## config.mk

```make
export PLATFORM = sky130hd
export DESIGN_NAME = perow_loader
export DESIGN_NICKNAME = d
export VERILOG_FILES = /design/src/rtl/perow_loader.sv
export SDC_FILE = /design/constraint.sdc
export NUM_CORES = 1
export LEC_CHECK = 0
export ABC_CLOCK_PERIOD_IN_PS = 3000
export CELL_PAD_IN_SITES_DETAIL_PLACEMENT = 0
export CELL_PAD_IN_SITES_GLOBAL_PLACEMENT = 1
export CORE_MARGIN = 2
export CORE_UTILIZATION = 39
export DETAILED_ROUTE_END_ITERATION = 16
export PLACE_DENSITY = 0.87
export SLEW_MARGIN = 20
export SYNTH_ARGS = -nofsm -noshare
export SYNTH_HDL_FRONTEND = slang
export SYNTH_SLANG_ARGS = --single-unit
```

## constraint.sdc

```tcl
create_clock -name clk -period 3 [get_ports clk]
set_input_delay 0.6 -clock clk [delete_from_list [all_inputs] [get_ports clk]]
set_output_delay 0.6 -clock clk [all_outputs]
set_load 0.01 [all_outputs]
```

## src/rtl/perow_loader.sv

```systemverilog
// Fills NROWS row buffers row-major from a valid/ready word stream, zero-padding short loads.
// Latency: accepted word appears on wr_en/wr_addr/wr_dat one cycle after the handshake.
// Backpressure: in_ready is high only in LOAD; no bubbles while in_valid stays high.
module perow_loader #(
    parameter int WORDLEN = 8,
    parameter int BUFSIZE = 8,
    parameter int NROWS   = 4,
    localparam int AW     = $clog2(BUFSIZE)
) (
    input  logic               clk,
    input  logic               rstn,
    input  logic               start,
    input  logic               in_valid,
    output logic               in_ready,
    input  logic [WORDLEN-1:0] in_dat,
    input  logic               in_last,
    output logic [NROWS-1:0]   wr_en,
    output logic [AW-1:0]      wr_addr,
    output logic [WORDLEN-1:0] wr_dat,
    output logic               busy,
    output logic               done,
    output logic               short_load
);

    localparam int RW = (NROWS > 1) ? $clog2(NROWS) : 1;
    localparam logic [AW-1:0]    WLAST = AW'(BUFSIZE - 1);
    localparam logic [RW-1:0]    RLAST = RW'(NROWS - 1);
    localparam logic [NROWS-1:0] ROW0  = NROWS'(1);

    typedef enum logic [1:0] {S_IDLE, S_LOAD, S_PAD} state_t;

    state_t        state, state_nxt;
    logic [RW-1:0] row;
    logic [AW-1:0] word;
    logic          accept;
    logic          wr_fire;
    logic          last_entry;

    assign last_entry = (row == RLAST) && (word == WLAST);

    always_ff @(posedge clk or negedge rstn) begin
        if (!rstn) begin
            state <= S_IDLE;
        end else begin
            state <= state_nxt;
        end
    end

    // in_last on the final entry is a normal completion, never a pad.
    always_comb begin
        state_nxt = state;
        case (state)
            S_IDLE: if (start) state_nxt = S_LOAD;
            S_LOAD: begin
                if (accept) begin
                    if (last_entry)   state_nxt = S_IDLE;
                    else if (in_last) state_nxt = S_PAD;
                end
            end
            S_PAD:  if (last_entry) state_nxt = S_IDLE;
            default: state_nxt = S_IDLE;
        endcase
    end

    always_comb begin
        in_ready = (state == S_LOAD);
        busy     = (state != S_IDLE);
        accept   = in_valid && in_ready;
        wr_fire  = accept || (state == S_PAD);
    end

    always_ff @(posedge clk or negedge rstn) begin
        if (!rstn) begin
            row        <= '0;
            word       <= '0;
            wr_en      <= '0;
            wr_addr    <= '0;
            wr_dat     <= '0;
            done       <= 1'b0;
            short_load <= 1'b0;
        end else begin
            wr_en <= '0;
            done  <= 1'b0;
            if ((state == S_IDLE) && start) begin
                row        <= '0;
                word       <= '0;
                short_load <= 1'b0;
            end
            if (wr_fire) begin
                wr_en   <= ROW0 << row;
                wr_addr <= word;
                wr_dat  <= accept ? in_dat : '0;
                done    <= last_entry;
                if (last_entry) begin
                    row  <= '0;
                    word <= '0;
                end else if (word == WLAST) begin
                    word <= '0;
                    row  <= row + RW'(1);
                end else begin
                    word <= word + AW'(1);
                end
                if (accept && in_last && !last_entry) short_load <= 1'b1;
            end
        end
    end

endmodule

```

### Yosys cells after proc, flatten, opt, wreduce, memory -nomap -nowiden

Cells that the tools add are included.

| cells by class | value |
|---|---|
| add/subtract/negate cells | 2 |
| equality and inequality tests | 8 |
| shifts and indexed selects | 1 |
| mux-type cells | 20 |
| reductions and logical operators | 11 |

Operators by type and width:

| kind | number |
|---|---|
| two-way mux 2 bit | 9 |
| two-way mux 3 bit | 4 |
| two-way mux 8 bit | 1 |
| case mux 2 bit (3 select lines) | 1 |
| logical AND 1 bit | 5 |
| == test 2 bit, second input constant | 2 |
| two-way mux 1 bit | 4 |
| two-way mux 4 bit | 1 |
| inequality test 2 bit, second input constant | 2 |
| AND reduction 4 bit | 1 |
| nonzero test 2 bit | 2 |
| left shift 1 x 2 -> 4 bit, first input constant | 1 |
| adder 3 x 1 -> 3 bit, second input constant | 1 |
| == test 3 bit, second input constant | 1 |
| inequality test 3 x 1 -> 1 bit, second input constant | 1 |
| adder 2 x 1 -> 2 bit, second input constant | 1 |
| == test 2 x 1 -> 1 bit, second input constant | 1 |
| logical NOT 2 bit | 1 |
| inequality test 2 x 1 -> 1 bit, second input constant | 1 |
| logical NOT 1 bit | 1 |
| logical OR 1 bit | 1 |

| storage, ports and cells | value |
|---|---|
| register bits | 24 |
| input port bits | 13 |

### Longest topological paths before layout

| logic depth | value |
|---|---|
| depth in word-level cells | 6 |
| mapped depth | 5 |

### Worst setup path before layout

OpenSTA, ideal clock, no wires.

| timing | value |
|---|---|
| path type | input port to flip-flop |
| start | in in_valid |
| end | reg wr_addr[1] |
| setup time | 0.125 ns |
| arrival time | 1.442 ns |
| path slack | 1.433 ns |
| stages | 4 |
| buffers on the path | 1 |
| cells stage by stage | and3b_1 > or2_4 > buf_6 > mux2_4 |

| on the way | value |
|---|---|
| longest elaborated chain between the ends | 2 |

RTL lines:

| what | RTL line | source |
|---|---|---|
| start, declared | 13 | `input logic in_valid,` |
| logical AND 1 bit | 68 | `accept = in_valid && in_ready;` |
| logical OR 1 bit | 69 | `wr_fire = accept \|\| (state == S_PAD);` |
| end signal, assigned | 91 | `wr_addr <= word;` |
| end, declared | 18 | `output logic [AW-1:0] wr_addr,` |

No other way between the ends.
A chain may end at the register's enable or synchronous reset.

### Final worst setup path

| timing | value |
|---|---|
| start | reg state[0] |
| end | out in_ready |

| on the way | value |
|---|---|
| longest elaborated chain between the ends | 1 |

RTL lines:

| what | RTL line | source |
|---|---|---|
| start, declared | 32 | `state_t state, state_nxt;` |
| start signal, assigned | 45 | `state <= state_nxt;` |
| == test 2 x 1 -> 1 bit | 66 | `in_ready = (state == S_LOAD);` |
| end, declared | 14 | `output logic in_ready,` |

No other way between the ends.

==> impl_metrics.json <==
{
  "placement.io_buffers": 31,
  "clock_tree_sinks": 24,
  "r2r.worst_path.cells": 3,
  "regToRegEndpoint": "wr_addr[2]",
  "yosys.cell_types.count": 26,
  "report.final.hold_viol_count": 0,
  "cts.path.max_buffers": 2,
  "static-leakage-power_nw": 0.6969,
  "cp_num_cells": 2,
  "power_density_mw_per_mm2": 820.7,
  "globalRoute.totalOverflow": 0,
  "fin_setup_tns_ns": 0,
  "die_x_microns": 58.86,
  "dp.cells": 165,
  "setup-violations-final": 0,
  "combinational_family_with_the_most_area_after_synthesis": "simple AND/OR/NAND/NOR gates",
  "max_clock_freq_mhz": 424.0,
  "clock_tree_from_tritoncts": "done",
  "ir_drop_mv": 0.4333,
  "grt_first_pass_wirelength_microns": 3746,
  "hpwl_microns": 1688,
  "proportion_of_layout_cells_with_a_drive_suffix_above_1": 0.08696,
  "period_share": 0.7861,
  "drt_first_pass_iters": 10,
  "place_congestion": 0.7234,
  "drt.antenna.violating_nets": 0,
  "outcome": "finished with violations",
  "deepest_level_of_the_cts_h_tree": 1,
  "synth_warnings": 0,
  "totalWireLength_microns": 2212,
  "layout_overhead_on_the_synthesized_area_pct": 30.81,
  "routed_wire_length_per_instance_microns": 13.09,
  "die_h_microns": 58.86,
  "most_frequent_cells_in_the_layout": "31 x sky130_fd_sc_hd__clkdlybuf4s50_1, 24 x sky130_fd_sc_hd__dfrtp_1, 11 x sky130_fd_sc_hd__nor2b_1",
  "rr_startpoint": "state[1]",
  "worstMarginPinSlew_ns": 0.4287,
  "end_kind": "primary output",
  "r2r_setup_slack_ns": 1.28,
  "number_of_antenna_violations_at_the_first_check_in_global_routing": 0,
  "yosys.area_share.simple": 0.1727,
  "fin_skew_ns": 0.001060,
  "cts_post_setup_buffers_inserted": 0,
  "grt.total_usage": 0.1429,
  "crit_chain": "nor2b_1 -> clkdlybuf4s50_1",
  "detailroute.via_count": 880,
  "detail_route.vias_per_cell": 5.207,
  "critPathLaunchType": "flip-flop",
  "worst_path_max_delay_cell": "sky130_fd_sc_hd__dfrtp_1",
  "syn_avg_cell_area_sq_um": 10.87,
  "timing.max_slew.rel_slack": 0.7142,
  "maximum_number_of_pins_on_one_net_before_global_route_repair": 25,
  "route.detailed.drc": 2,
  "maxSlewViolCount": 0,
  "core.rowCount": 19,
  "worstSetupStartpoint": "state[0]",
  "initial_utilization": 0.4184,
  "synth_net_count": 128,
  "timing.max_cap.violations": 0,
  "nFillCells": 266,
  "finish.cell_count_without_fillers": 169,
  "layout_min_cycle_time_ns": 2.358,
  "diodes": 0,
  "syn-cell-area_sq_mm": 0.001174,
  "synthesis.instances": 108,
  "violations": "design-rule violations",
  "layout.cells.most_common": "sky130_fd_sc_hd__clkdlybuf4s50_1",
  "boundaryPins": 32,
  "timing.hold.worst.class": "flip-flop to flip-flop",
  "worstPathRequired_ns": 2.40,
  "core_area_sq_mm": 0.002805,
  "synth_compound_gate_area_share": 0.1557,
  "drt-initial-drc-count": 16,
  "ys_ff_latch": 24,
  "grt_pass1_vias": 848,
  "synth-xor-area-share": 0,
  "path_buf_inv": 1,
  "setup.worst_path.end": "in_ready",
  "cts_buffers": 3,
  "die_area_sq_mm": 0.003464,
  "finalNetCount": 159,
  "rsz0062_at_grt": "false",
  "muxShareOfSynthArea": 0.04904,
  "timing.critical_path.max_delay_family": "flip-flops",
  "worst-setup-path-type": "flip-flop to primary output",
  "worst_path_largest_cell_delay_ns": 0.62,
  "cts.hold.buffers_added": 0,
  "critPathMaxFanout": 15,
  "critPathArrivalTime_ns": 1.76,
  "synthAdderAreaFrac": 0.07463,
  "ctsRootBufferMaster": "sky130_fd_sc_hd__clkbuf_4",
  "synth.yosys.seq_area_share": 0.5117,
  "cts_repair_resize_count": 0,
  "clock_insertion_delay_worst_skew_ns": 0.30,
  "clkTransAtPathRegs_ns": 0.12
}
-- per-layer routing --
layer	global-route usage	routed length (microns)	up-vias
met3	0.03956	101	2
met1	0.1941	1069	424
met4	0.04870	27	0
li1	-	-	430
met2	0.2206	1013	24
met5	0	0	-
-- final cells by class --
cell class | count | area (sq um) | share of cell area
clock buffer | 4 | 36.28 | 0.02363
timing repair buffer | 32 | 317.8 | 0.2070
inverter | 3 | 11.26 | 0.007335
sequential | 24 | 600.6 | 0.3912
multi-input combinational | 75 | 530.5 | 0.3456
tap | 31 | 38.79 | 0.02526
-- cell families after synthesis --
family	after synthesis
AO/OA/AOI/OAI	28
adder cells (fa/ha/maj)	7
buffers and inverters	9
flip-flops	24
multiplexers	5
AND/OR/NAND/NOR	35
-- how the worst min path moves through the flow --
| stage | endpoint | slack, ns | startpoint | cells after the start |
|---|---|---|---|---|
| after floorplan | done | 0.30 | rstn | 0 |
| after global placement | short_load | 0.47 | short_load | 2 |
| after detailed placement | wr_dat[6] | 0.49 | wr_dat[6] | 1 |
| after CTS | wr_dat[6] | 0.52 | wr_dat[6] | 1 |
| final | short_load | 0.51 | short_load | 2 |
| after global routing | wr_dat[6] | 0.53 | wr_dat[6] | 1 |
-- cell usage after synthesis, drive strengths merged --
cell type	count	area [sq um]
dfrtp	24	600.6
nor2b	11	68.82
nand2	10	37.54
a21oi	9	45.04
o2bb2ai	8	70.07
ha	7	87.58
o21ai	7	35.03
and2	5	31.28
clkbuf	4	15.01
inv	3	11.26
mux2	3	37.53
or2	3	21.27
buf	2	16.26
mux2i	2	20.02
o21a	2	15.01
a21o	1	7.510
a32o	1	10.01
and3	1	6.260
and3b	1	8.760
nand4b	1	8.760
nor2	1	3.750
nor3b	1	7.510
or3b	1	8.760
-- report_power, final --
part,internal (mW),switching (mW),total (mW)
Sequential,0.425,0.113,0.538
Clock,0.0741,0.0871,0.161
Combinational,0.319,0.241,0.561
Total,0.819,0.441,1.26
-- worst reg2reg max path, delay by kind of cell (launching register included) --
kind             cells  cell delay [ns]
DFF                  1             0.62
and+or+nand+nor      2             0.65
muxes                1             0.35
-- metrics by stage --
step                setup slack (ns)  utilization  area [sq um]  hold slack, ns  power, mW
floorplan                      1.433            -          1174          0.3044     0.8694
global placement               1.012       0.5343          1499          0.4743      1.089
detailed placement            0.9935       0.5343          1499          0.4950      1.112
CTS                           0.6132       0.5473          1535          0.5241      1.280
global route                  0.4900       0.5473          1535          0.5340      1.365
finish                        0.6417       0.5473          1535          0.5116      1.260
-- flip-flops by register name (all words and copies together), names as in the netlist --
signal	cells
state	2
wr_addr	3
row	2
done	1
wr_dat	8
short_load	1
wr_en	4
word	3
Power figures use the tool's default switching activity.
